`config.mk`:
```
export PLATFORM = sky130hd
export DESIGN_NAME = bgr_sweep_ctrl
export DESIGN_NICKNAME = d
export VERILOG_FILES = /design/src/rtl/bgr_sweep_ctrl.sv
export SDC_FILE = /design/constraint.sdc
export NUM_CORES = 1
export LEC_CHECK = 0
export ABC_CLOCK_PERIOD_IN_PS = 4800
export CAP_MARGIN = 25
export CORE_UTILIZATION = 55
export CTS_CLUSTER_SIZE = 10
export DETAILED_ROUTE_END_ITERATION = 10
export PLACE_DENSITY = 0.81
export SYNTH_ARGS = -nofsm -noshare
export SYNTH_HDL_FRONTEND = slang
export SYNTH_SLANG_ARGS = --single-unit
```
`constraint.sdc`:
```
create_clock -name wb_clk_i -period 4.8 [get_ports wb_clk_i]
set_clock_uncertainty 0.1 [all_clocks]
set_input_delay 0.48 -clock wb_clk_i [delete_from_list [all_inputs] [get_ports wb_clk_i]]
set_output_delay 0.48 -clock wb_clk_i [all_outputs]
set_load 0.02 [all_outputs]
```
`src/rtl/bgr_sweep_ctrl.sv`:
```
// Clocked sequencer for the BGR macro array and its analog output muxes:
// break-before-make switching, porst pulse, settle wait and sampled dwell per channel.
module bgr_sweep_ctrl #(
  parameter int N_BGR      = 32,
  parameter int SEL_W      = 5,
  parameter int N_OUT      = 3,
  parameter int PORST_CYC  = 16,
  parameter int SETTLE_CYC = 64,
  parameter int BBM_CYC    = 4,
  parameter int CNT_W      = 16
) (
  input  logic                   wb_clk_i,
  input  logic                   wb_rst_i,
  input  logic                   start,
  input  logic                   abort,
  input  logic [1:0]             mode,
  input  logic [SEL_W-1:0]       chan_sel,
  input  logic [N_OUT-1:0]       out_mask,
  input  logic [CNT_W-1:0]       dwell,
  output logic [N_BGR-1:0]       porst,
  output logic [N_OUT*SEL_W-1:0] s_sel,
  output logic [N_OUT-1:0]       decoder_en,
  output logic [N_OUT-1:0]       switch_en,
  output logic                   busy,
  output logic [SEL_W-1:0]       chan_cur,
  output logic                   sample_vld,
  output logic                   done,
  output logic                   err
);

  typedef enum logic [2:0] {
    S_IDLE,
    S_BREAK,
    S_SELECT,
    S_SETTLE,
    S_CONNECT
  } state_t;

  localparam logic [1:0]       MODE_SINGLE = 2'd0;
  localparam logic [1:0]       MODE_SWEEP  = 2'd1;
  localparam logic [CNT_W-1:0] BBM_LAST    = CNT_W'(BBM_CYC - 1);
  localparam logic [CNT_W-1:0] PORST_LAST  = CNT_W'(PORST_CYC - 1);
  localparam logic [CNT_W-1:0] SETTLE_LAST = CNT_W'(SETTLE_CYC - 1);
  localparam logic [SEL_W-1:0] CHAN_LAST   = SEL_W'(N_BGR - 1);

  state_t           state_reg;
  logic [CNT_W-1:0] cnt_reg;
  logic [CNT_W-1:0] dwell_reg;
  logic [1:0]       mode_reg;
  logic [N_OUT-1:0] mask_reg;
  logic [SEL_W-1:0] chan_cur_reg;
  logic [SEL_W-1:0] sel_reg;
  logic             abort_pend_reg;
  logic [N_BGR-1:0] porst_reg;
  logic [N_OUT-1:0] decoder_en_reg;
  logic [N_OUT-1:0] switch_en_reg;
  logic             busy_reg;
  logic             sample_vld_reg;
  logic             done_reg;
  logic             err_reg;

  logic [CNT_W-1:0] cnt_inc;
  logic [CNT_W-1:0] dwell_last;
  logic             start_ok;
  logic             last_chan;
  logic [SEL_W-1:0] chan_next;
  logic [N_BGR-1:0] porst_onehot;

  // Saturating phase counter; it is cleared on every phase change anyway.
  assign cnt_inc      = (cnt_reg == {CNT_W{1'b1}}) ? cnt_reg : cnt_reg + 1'b1;
  assign dwell_last   = (dwell_reg == '0) ? '0 : dwell_reg - 1'b1;
  assign start_ok     = (mode != 2'd3) && ({1'b0, chan_sel} < (SEL_W + 1)'(N_BGR));
  assign last_chan    = (chan_cur_reg == CHAN_LAST);
  assign chan_next    = last_chan ? '0 : chan_cur_reg + 1'b1;
  assign porst_onehot = N_BGR'(1) << chan_cur_reg;

  always_ff @(posedge wb_clk_i) begin
    if (wb_rst_i) begin
      state_reg      <= S_IDLE;
      cnt_reg        <= '0;
      dwell_reg      <= '0;
      mode_reg       <= '0;
      mask_reg       <= '0;
      chan_cur_reg   <= '0;
      sel_reg        <= '0;
      abort_pend_reg <= 1'b0;
      porst_reg      <= '0;
      decoder_en_reg <= '0;
      switch_en_reg  <= '0;
      busy_reg       <= 1'b0;
      sample_vld_reg <= 1'b0;
      done_reg       <= 1'b0;
      err_reg        <= 1'b0;
    end else begin
      done_reg       <= 1'b0;
      sample_vld_reg <= 1'b0;
      case (state_reg)
        S_IDLE: begin
          // abort together with start cancels the request silently
          if (start && !abort) begin
            if (start_ok) begin
              state_reg      <= S_BREAK;
              cnt_reg        <= '0;
              mode_reg       <= mode;
              mask_reg       <= out_mask;
              dwell_reg      <= dwell;
              chan_cur_reg   <= chan_sel;
              abort_pend_reg <= 1'b0;
              busy_reg       <= 1'b1;
              err_reg        <= 1'b0;
            end else begin
              err_reg <= 1'b1;
            end
          end
        end
        S_BREAK: begin
          if (cnt_reg == BBM_LAST) begin
            cnt_reg <= '0;
            if (abort || abort_pend_reg) begin
              state_reg      <= S_IDLE;
              abort_pend_reg <= 1'b0;
              busy_reg       <= 1'b0;
              done_reg       <= 1'b1;
            end else begin
              state_reg      <= S_SELECT;
              sel_reg        <= chan_cur_reg;
              decoder_en_reg <= mask_reg;
              porst_reg      <= porst_onehot;
            end
          end else begin
            cnt_reg <= cnt_inc;
            if (abort) abort_pend_reg <= 1'b1;
          end
        end
        default: begin
          if (abort) begin
            // Open everything and run a full gap before returning to IDLE.
            state_reg      <= S_BREAK;
            cnt_reg        <= '0;
            abort_pend_reg <= 1'b1;
            porst_reg      <= '0;
            decoder_en_reg <= '0;
            switch_en_reg  <= '0;
          end else if (state_reg == S_SELECT) begin
            if (cnt_reg == PORST_LAST) begin
              state_reg <= S_SETTLE;
              cnt_reg   <= '0;
              porst_reg <= '0;
            end else begin
              cnt_reg <= cnt_inc;
            end
          end else if (state_reg == S_SETTLE) begin
            if (cnt_reg == SETTLE_LAST) begin
              state_reg      <= S_CONNECT;
              cnt_reg        <= '0;
              switch_en_reg  <= mask_reg;
              sample_vld_reg <= (dwell_last == '0);
            end else begin
              cnt_reg <= cnt_inc;
            end
          end else begin
            if (cnt_reg == dwell_last) begin
              cnt_reg        <= '0;
              switch_en_reg  <= '0;
              decoder_en_reg <= '0;
              if (mode_reg == MODE_SINGLE || (mode_reg == MODE_SWEEP && last_chan)) begin
                state_reg <= S_IDLE;
                busy_reg  <= 1'b0;
                done_reg  <= 1'b1;
              end else begin
                state_reg    <= S_BREAK;
                chan_cur_reg <= chan_next;
              end
            end else begin
              cnt_reg        <= cnt_inc;
              sample_vld_reg <= (cnt_inc == dwell_last);
            end
          end
        end
      endcase
    end
  end

  genvar gi;
  generate
    for (gi = 0; gi < N_OUT; gi++) begin : g_sel
      assign s_sel[gi*SEL_W +: SEL_W] = sel_reg;
    end
  endgenerate

  assign porst      = porst_reg;
  assign decoder_en = decoder_en_reg;
  assign switch_en  = switch_en_reg;
  assign busy       = busy_reg;
  assign chan_cur   = chan_cur_reg;
  assign sample_vld = sample_vld_reg;
  assign done       = done_reg;
  assign err        = err_reg;

endmodule

```
==> impl_metrics.env, run 1 <==
export IMPL_status="completed"
export IMPL_nFillCells=914
export IMPL_cts_resized=0
export IMPL_drt_initial_drc_count=554
export IMPL_leakagePower_nw=2.39
export IMPL_vias=5980
export IMPL_cpLargestDelayFamily="simple AND/OR/NAND/NOR gates"
export IMPL_syn_area_um2=6000
export IMPL_post_place_cells=950
export IMPL_crit_chain="nor4_2 -> nand4_1 -> o211ai_1 -> nand4_1 -> nor4_1 -> nand4_4 -> o21ai_4 -> a221oi_1"
export IMPL_grt_max_degree=65
export IMPL_grtUsageTotal_pct=30.8
export IMPL_initial_core_util_pct=57.4
export IMPL_topRoutingLayerUsed="met4"
export IMPL_rows=37
export IMPL_hold_path_end="mask_reg[0]$_SDFFE_PP0P_"
export IMPL_finalSetupTns_ps=0
export IMPL_r2r_end="cnt_reg[14]$_SDFFE_PP0P_"
export IMPL_cts_buffer_depth=2
export IMPL_syn_to_final_growth_pct=16.6
export IMPL_min_period_over_period_pct=78.6
export IMPL_met3_wirelength_mm=1.60
export IMPL_crit_path_frequent_cell="nand4_1"
export IMPL_met2_length_mm=7.84
export IMPL_crit_required_ps=4910
export IMPL_end_kind="flop"
export IMPL_max_freq_ghz=0.265
export IMPL_ios=92
export IMPL_dieArea_um2=11300
export IMPL_setup_viol=0
export IMPL_postCtsHoldBufs=0
export IMPL_wl_mm=17.2
export IMPL_yosys_warnings=0
export IMPL_postRouteAntennaNets=0
export IMPL_routabilityCongestion=0.934
export IMPL_period_needed_ps=3770
export IMPL_synth_distinct_cells=76
export IMPL_ys_seq_elements=93
export IMPL_slowest_stage="nor4_2"
export IMPL_worstMarginPinSlew_ps=929
export IMPL_cts_root_buf="clkbuf_8"
export IMPL_r2r_cells=8
export IMPL_yosysSeqAreaShare_pct=31.0
export IMPL_hold_start="mask_reg[0]$_SDFFE_PP0P_"
export IMPL_post_cts_buffers=0
export IMPL_hold_viol=0
export IMPL_grt_overflow_total=0
export IMPL_arrival_ps=3880
export IMPL_core_um2=10500
export IMPL_grt_pass1_vias=5402
export IMPL_rsz0062_at_grt="false"
export IMPL_layout_cells_non_filler=968
export IMPL_setup_ws_ps=1030
export IMPL_ir_drop_mv=0.190
export IMPL_antenna_found_initial=0
export IMPL_chipWidth_um=106
export IMPL_die_height_um=106
export IMPL_cts_sinks=93
export IMPL_holdWs_ps=379
export IMPL_h_tree_depth=3
export IMPL_synth_most_common_cell="nor2_1"
export IMPL_cts_inserted_buffers=9
export IMPL_avgRoutedWirePerCell_um=17.8
export IMPL_cts_tree="done"
export IMPL_yosysTopAreaCellShare_pct=31.0
export IMPL_cp_max_fo=18
export IMPL_avgSynthCellArea_um2=7.62
export IMPL_firstDrtPassIters=7
export IMPL_wl_met1_mm=7.42
export IMPL_num_antenna_cells=0
export IMPL_slew_headroom_pct=37.2
export IMPL_postLayoutCellArea_um2=7000
export IMPL_grt_pass1_wl_mm=27.3
export IMPL_drv_slew=0
export IMPL_synth_top_area_cell="dfxtp_1"
export IMPL_fin_util_pct=66.9
export IMPL_critPathKind="flop to flop"
export IMPL_critical_path_depth=8
export IMPL_clk_latency_ps=380
export IMPL_whs_path_depth=2
export IMPL_p_per_area_nw_per_um2=330
export IMPL_final_nets=867
export IMPL_drc_errors=0
export IMPL_start_kind="flop"
export IMPL_syn_inst=788
export IMPL_largest_reg_flops=32
export IMPL_dpl_cell_area_um2=6800
export IMPL_drive_above_1_share_pct=6.73
export IMPL_io_buffers=91
export IMPL_clk_pin_slew_ps=100
export IMPL_pre_cts_slack_ps=1090
export IMPL_path_buf_inv=0
export IMPL_viasPerCell=6.18
export IMPL_maxCapViolCount=0
export IMPL_synth_net_count=828
export IMPL_yosys_top_cells_area="dfxtp_1, a21oi_1, nor2_1, nand2_1, xnor2_1"
export IMPL_reg2reg_slack_ps=1030
export IMPL_total_power_mw=2.31
export IMPL_cpPeakStageDelay_ps=710
export IMPL_synth_async_sr_flop_share_pct=0
export IMPL_r2r_start="dwell_reg[6]$_SDFFE_PP0P_"
export IMPL_synth_enable_flop_cells=0
export IMPL_synth_ff_type="dfxtp_1"
export IMPL_dp_hpwl_mm=12.9
export IMPL_hp_class="flop to flop"
export IMPL_synthTopCellsByCount="nor2_1, dfxtp_1, nand2_1"
==> worst max path at each step <==
| stage | start | endpoint |
|---|---|---|
| 6_report | dwell_reg[6]$_SDFFE_PP0P_ | cnt_reg[14]$_SDFFE_PP0P_ |
| 5_1_grt | dwell_reg[6]$_SDFFE_PP0P_ | cnt_reg[14]$_SDFFE_PP0P_ |
| 4_1_cts | dwell_reg[0]$_SDFFE_PP0P_ | cnt_reg[14]$_SDFFE_PP0P_ |
| 3_5_place_dp | dwell_reg[0]$_SDFFE_PP0P_ | cnt_reg[14]$_SDFFE_PP0P_ |
| 3_3_place_gp | dwell_reg[0]$_SDFFE_PP0P_ | cnt_reg[14]$_SDFFE_PP0P_ |
| 2_1_floorplan | dwell_reg[0]$_SDFFE_PP0P_ | chan_cur[0]$_SDFFE_PP0P_ |
==> placed cells by master (no fill, tap or decap), types with 7 or more instances in the layout <==
| cell type | instances |
|---|---|
| nor2_1 | 95 |
| dfxtp_1 | 93 |
| clkdlybuf4s50_1 | 90 |
| nand2_1 | 89 |
| a21oi_1 | 83 |
| nor3_1 | 46 |
| xnor2_1 | 31 |
| nand3_1 | 23 |
| a211oi_1 | 21 |
| nor4_1 | 18 |
| mux2i_1 | 18 |
| inv_1 | 15 |
| nand4_1 | 15 |
| xor2_1 | 11 |
| nand2b_1 | 11 |
| o21ai_0 | 10 |
| ha_1 | 10 |
| clkbuf_8 | 9 |
| buf_4 | 7 |
==> metal layers <==
metal  up-vias  global-route usage (%)
li1       2867                       -
met1      2759                    40.8
met2       316                    48.8
met3        38                    7.17
met4         0                    11.0
met5         -                       0
==> logic make-up after synthesis <==
logic type	share of synthesized area, %
AND/OR/NAND/NOR	31.1
AO/OA/AOI/OAI	17.5
flip-flops	31.0
buffers and inverters	6.50
XOR/XNOR	6.52
multiplexers	5.07
adder cells (fa/ha/maj)	2.25
==> final cells by class <==
type	count	area (um^2)	share of cell area, %
multi-input combinational	608	3750	53.7
sequential	93	1860	26.6
timing repair buffer	100	978	14.0
tap	136	170	2.43
clock buffer	10	128	1.82
inverter	15	56.3	0.805
clock inverter	6	47.5	0.680
==> power by group <==
part / total [mW] / leakage, nW / internal [mW] / switching [mW]
logic: 0.934 / 1.56 / 0.376 / 0.559
registers: 0.879 / 0.752 / 0.805 / 0.0734
clock network: 0.497 / 0.0808 / 0.193 / 0.304
==> worst reg2reg max path: stages, from the launching register on <==
cell      delay [ps]
dfxtp_1          440
nor4_2           710
nand4_1          520
o211ai_1         320
nand4_1          160
nor4_1           500
nand4_4          230
o21ai_4          460
a221oi_1         170
Note: power is estimated with default switching activity, not from simulation.
==> run 2: changes to the inputs <==
- ABC_CLOCK_PERIOD_IN_PS: 4800 -> 3700
- clock period: 4.8 -> 3.7 ns (I/O delays scaled with it)
==> run 2 against run 1 <==
Net effect: total power grew 37%; critical endpoint is now chan_cur[3]$_SDFFE_PP0P_; sequential power up 27%; global-route usage increased by 1.6 points; sequential cell count unchanged; fmax increased by 7.9%; worst hold slack got worse by 17 ps; register-to-register slack lost 820 ps; design area rose by 3.6%; critical path depth up 1; core utilization grew 2.4 points; cell count rose by 2.7%; largest cell class unchanged; non-clock buffer count rose by 26.
==> impl_metrics.env, run 2 (same netlist as run 1, synthesis figures left out) <==
export IMPL_status="completed"
export IMPL_antenna_found_initial=0
export IMPL_chipWidth_um=106
export IMPL_ir_drop_mv=0.265
export IMPL_grt_max_degree=63
export IMPL_clk_latency_ps=380
export IMPL_drv_slew=0
export IMPL_drt_initial_drc_count=425
export IMPL_reg2reg_slack_ps=210
export IMPL_viasPerCell=6.08
export IMPL_setup_viol=0
export IMPL_drive_above_1_share_pct=9.79
export IMPL_maxCapViolCount=0
export IMPL_die_height_um=106
export IMPL_initial_core_util_pct=57.4
export IMPL_vias=6045
export IMPL_p_clk_share_pct=22.0
export IMPL_cts_resized=0
export IMPL_layout_common_cells="nor2_1, dfxtp_1, clkdlybuf4s50_1"
export IMPL_num_antenna_cells=0
export IMPL_finalSetupTns_ps=0
export IMPL_path_buf_inv=1
export IMPL_arrival_ps=3680
export IMPL_cts_tree="done"
export IMPL_min_period_over_period_pct=94.4
export IMPL_intPower_mw=1.93
export IMPL_slew_headroom_pct=41.4
export IMPL_hold_path_end="porst[17]$_SDFFE_PP0P_"
export IMPL_h_tree_depth=3
export IMPL_dieArea_um2=11300
export IMPL_final_nets=893
export IMPL_io_buffers=91
export IMPL_cpPeakStageDelay_ps=590
export IMPL_cts_inserted_buffers=9
export IMPL_r2r_start="dwell_reg[0]$_SDFFE_PP0P_"
export IMPL_r2r_cells=9
export IMPL_syn_to_final_growth_pct=20.8
export IMPL_busiest_layer="met2"
export IMPL_avgRoutedWirePerCell_um=18.2
export IMPL_hold_start="wb_rst_i"
export IMPL_core_um2=10500
export IMPL_grtUsageTotal_pct=32.4
export IMPL_cts_root_buf="clkbuf_8"
export IMPL_post_place_cells=977
export IMPL_clk_pin_slew_ps=100
export IMPL_cpLargestDelayFamily="simple AND/OR/NAND/NOR gates"
export IMPL_grt_overflow_total=0
export IMPL_cts_sinks=93
export IMPL_cp_max_fo=8
export IMPL_grt_util_met3_pct=6.01
export IMPL_gr_usage_met2_pct=51.9
export IMPL_final_common_cell="nor2_1"
export IMPL_leakagePower_nw=2.56
export IMPL_grt_pass1_vias=5568
export IMPL_p_sw_mw=1.24
export IMPL_r2r_end="chan_cur[3]$_SDFFE_PP0P_"
export IMPL_hp_class="input port to flop"
export IMPL_p_comb_share_pct=42.6
export IMPL_worstMarginPinSlew_ps=879
export IMPL_post_cts_buffers=0
export IMPL_postCtsHoldBufs=0
export IMPL_end_kind="flop"
export IMPL_routabilityCongestion=0.988
export IMPL_grt_use_met1_pct=43.2
export IMPL_firstDrtPassIters=6
export IMPL_ios=92
export IMPL_period_needed_ps=3490
export IMPL_crit_start="dwell_reg[0]$_SDFFE_PP0P_"
export IMPL_layout_cells_non_filler=994
export IMPL_rows=37
export IMPL_whs_path_depth=3
export IMPL_largest_reg_flops=32
export IMPL_p_per_area_nw_per_um2=438
export IMPL_seqPwrFrac_pct=35.4
export IMPL_postRouteAntennaNets=0
export IMPL_max_freq_ghz=0.286
export IMPL_cts_buffer_depth=2
export IMPL_dp_hpwl_mm=13.9
export IMPL_wl_mm=18.0
export IMPL_start_kind="flop"
export IMPL_slowest_stage="or4_4"
export IMPL_critPathKind="flop to flop"
export IMPL_drc_errors=0
export IMPL_switching_share_pct=39.1
export IMPL_crit_chain="buf_4 -> or4_4 -> or4_4 -> nor4b_2 -> o21ai_0 -> a221oi_2 -> and4_4 -> a31oi_4 -> mux2_4"
export IMPL_crit_required_ps=3880
export IMPL_hold_viol=0
export IMPL_rsz0062_at_grt="false"
export IMPL_crit_path_frequent_cell="or4_4"
export IMPL_grt_pass1_wl_mm=28.7
==> run 2: through the flow <==
step / setup slack [ps] / hold WS, ps / area (um^2) / utilization [%] / total power [mW]
6_report: 206 / 362 / 7250 / 69.3 / 3.17
5_1_grt: 118 / 356 / 7250 / 69.3 / 3.34
2_1_floorplan: 342 / 350 / 6000 / - / 2.06
3_5_place_dp: 192 / 379 / 7030 / 67.2 / 2.46
4_1_cts: 191 / 395 / 7220 / 69.0 / 3.16
3_3_place_gp: 294 / 366 / 7030 / 67.2 / 2.44
==> run 2: layout make-up <==
| type | count | area [um^2] |
|---|---|---|
| clock inverters | 7 | 71.3 |
| well taps | 136 | 170 |
| flip-flops and latches | 93 | 1860 |
| multi-input cells | 608 | 3760 |
| fillers | 894 | 3210 |
| clock buffers | 9 | 124 |
| inverters | 15 | 56.3 |
| repair buffers | 126 | 1210 |
==> run 2: per-layer routing <==
layer / wire length (um) / share of wire (%)
met1: 7950 / 44
met2: 8370 / 46
met3: 1230 / 6.8
met4: 482 / 2.7
met5: 0 / 0
==> run 2: how the worst max path moves through the flow <==
stage                               endpoint  depth (start not counted)  slack (ps)
floorplan           chan_cur[0]$_SDFFE_PP0P_                         12         340
global placement    chan_cur[2]$_SDFFE_PP0P_                         10         290
detailed placement  chan_cur[3]$_SDFFE_PP0P_                         10         190
CTS                 chan_cur[0]$_SDFFE_PP0P_                         10         190
global route        chan_cur[2]$_SDFFE_PP0P_                         11         120
finish              chan_cur[3]$_SDFFE_PP0P_                          9         210
==> run 2: power by group through the flow <==
stage / sequential (mW) / clock, mW / combinational, mW
after global placement: 1.14 / 0 / 1.30
final: 1.12 / 0.697 / 1.35
after global routing: 1.13 / 0.751 / 1.46
after floorplan: 1.12 / 0 / 0.943
after detailed placement: 1.14 / 0 / 1.32
after CTS: 1.12 / 0.711 / 1.32
==> run 2: worst reg2reg max path, stage by stage (launching register included) <==
cell,delay (ps)
dfxtp_1,320
buf_4,150
or4_4,590
or4_4,480
nor4b_2,320
o21ai_0,220
a221oi_2,420
and4_4,330
a31oi_4,150
mux2_4,330
==> run 3: changes to the inputs <==
- SLEW_MARGIN: not set -> 5
==> run 3 against run 2 <==
Net effect: global-route usage stayed put; setup slack got worse by 56 ps; wire length up 0.32%; clock-buffer cell count did not move; sequential share of layout area is essentially flat; cell count is 0.10% higher; combinational power about the same; register-to-register slack lost 60 ps; die area unchanged; critical endpoint unchanged; largest cell class unchanged; largest power group unchanged.
==> impl_metrics.env, run 3 (same netlist as run 1, synthesis figures left out) <==
export IMPL_status="completed"
export IMPL_drv_slew=0
export IMPL_cp_max_fo=10
export IMPL_topRoutingLayerUsed="met4"
export IMPL_clk_latency_ps=380
export IMPL_maxCapViolCount=0
export IMPL_critPathKind="flop to flop"
export IMPL_start_kind="flop"
export IMPL_grtUsageTotal_pct=32.4
export IMPL_slew_headroom_pct=41.6
export IMPL_io_buffers=91
export IMPL_leakagePower_nw=2.57
export IMPL_vias=6066
export IMPL_met3_wirelength_mm=1.35
export IMPL_hold_viol=0
export IMPL_drc_errors=0
export IMPL_setup_viol=0
export IMPL_finalSetupTns_ps=0
export IMPL_antenna_found_initial=0
export IMPL_cts_tree="done"
export IMPL_ir_drop_mv=0.267
export IMPL_worstMarginPinSlew_ps=875
export IMPL_nFillCells=885
export IMPL_total_power_mw=3.18
export IMPL_dieArea_um2=11300
export IMPL_ios=92
export IMPL_postCtsHoldBufs=0
export IMPL_drt_initial_drc_count=459
export IMPL_die_height_um=106
export IMPL_num_antenna_cells=0
export IMPL_final_common_cell="nor2_1"
export IMPL_layout_common_cells="nor2_1, dfxtp_1, clkdlybuf4s50_1"
export IMPL_holdWs_ps=224
export IMPL_post_cts_buffers=0
export IMPL_drive_above_1_share_pct=9.78
export IMPL_avgRoutedWirePerCell_um=18.2
export IMPL_max_freq_ghz=0.282
export IMPL_arrival_ps=3730
export IMPL_routabilityCongestion=0.988
export IMPL_cts_inserted_buffers=9
export IMPL_syn_to_final_growth_pct=21.0
export IMPL_period_needed_ps=3550
export IMPL_min_period_over_period_pct=95.9
export IMPL_cts_sinks=93
export IMPL_viasPerCell=6.10
export IMPL_hp_class="input port to flop"
export IMPL_chipWidth_um=106
export IMPL_grt_pass1_wl_mm=28.7
export IMPL_end_kind="flop"
export IMPL_largest_reg_flops=32
export IMPL_core_um2=10500
export IMPL_met2_length_mm=8.33
export IMPL_postRouteAntennaNets=0
export IMPL_cts_buffer_depth=2
export IMPL_cts_root_buf="clkbuf_8"
export IMPL_rows=37
export IMPL_final_nets=894
export IMPL_grt_pass1_vias=5568
export IMPL_crit_required_ps=3880
export IMPL_p_per_area_nw_per_um2=438
export IMPL_initial_core_util_pct=57.4
export IMPL_clk_pin_slew_ps=100
export IMPL_cts_resized=0
export IMPL_dp_hpwl_mm=13.9
export IMPL_grt_max_degree=63
export IMPL_wl_mm=18.1
export IMPL_wl_met1_mm=7.90
export IMPL_h_tree_depth=3
export IMPL_grt_overflow_total=0
export IMPL_firstDrtPassIters=5
run 3: per-stage QoR:
stage	area, um^2	util (%)	instances	setup WS (ps)
3_3_place_gp	7030	67.2	977	294
2_1_floorplan	6000	-	788	342
5_1_grt	7260	69.4	995	-9.10
6_report	7260	69.4	995	150
4_1_cts	7220	69.0	993	191
3_5_place_dp	7030	67.2	977	192
run 3: final timing paths:
check	cells past startpoint	from	slack, ps	end
worst max register to register	12	dwell_reg[1]$_SDFFE_PP0P_	150	chan_cur[3]$_SDFFE_PP0P_
worst max-delay path	12	dwell_reg[1]$_SDFFE_PP0P_	150	chan_cur[3]$_SDFFE_PP0P_
worst min register to register	2	switch_en[2]$_SDFFE_PP0P_	400	switch_en[2]$_SDFFE_PP0P_
worst min-delay path	2	wb_rst_i	220	abort_pend_reg$_SDFFE_PP0P_
run 3: where the power goes:
| group | internal, mW | total, mW | leakage, nW | switching, mW |
|---|---|---|---|---|
| sequential | 1.04 | 1.12 | 0.752 | 0.0793 |
| combinational | 0.577 | 1.36 | 1.71 | 0.785 |
| clock | 0.316 | 0.696 | 0.104 | 0.380 |
| total | 1.94 | 3.18 | 2.57 | 1.24 |
run 3: layout make-up:
class	count	area, um^2	area share [%]
clock buffer	9	124	1.71
clock inverter	7	71.3	0.982
inverter	15	56.3	0.776
multi-input combinational	608	3760	51.9
sequential	93	1860	25.6
tap	136	170	2.34
timing repair buffer	127	1210	16.7
run 3: critical path, stage by stage (launching register included):
cell and delay (ps):
dfxtp_1 410, inv_1 100, ha_1 200, nor4b_1 140, clkbuf_2 170, and4_1 230, buf_4 180, a21oi_1 200
or4bb_1 570, a221oi_4 370, and4_4 320, a31oi_4 140, mux2_4 330
run 3: per-layer routing:
layer,vias up,track usage (%)
met1,2828,43.2
met3,37,6.01
li1,2923,-
met4,0,12.0
met2,278,51.9
met5,-,0
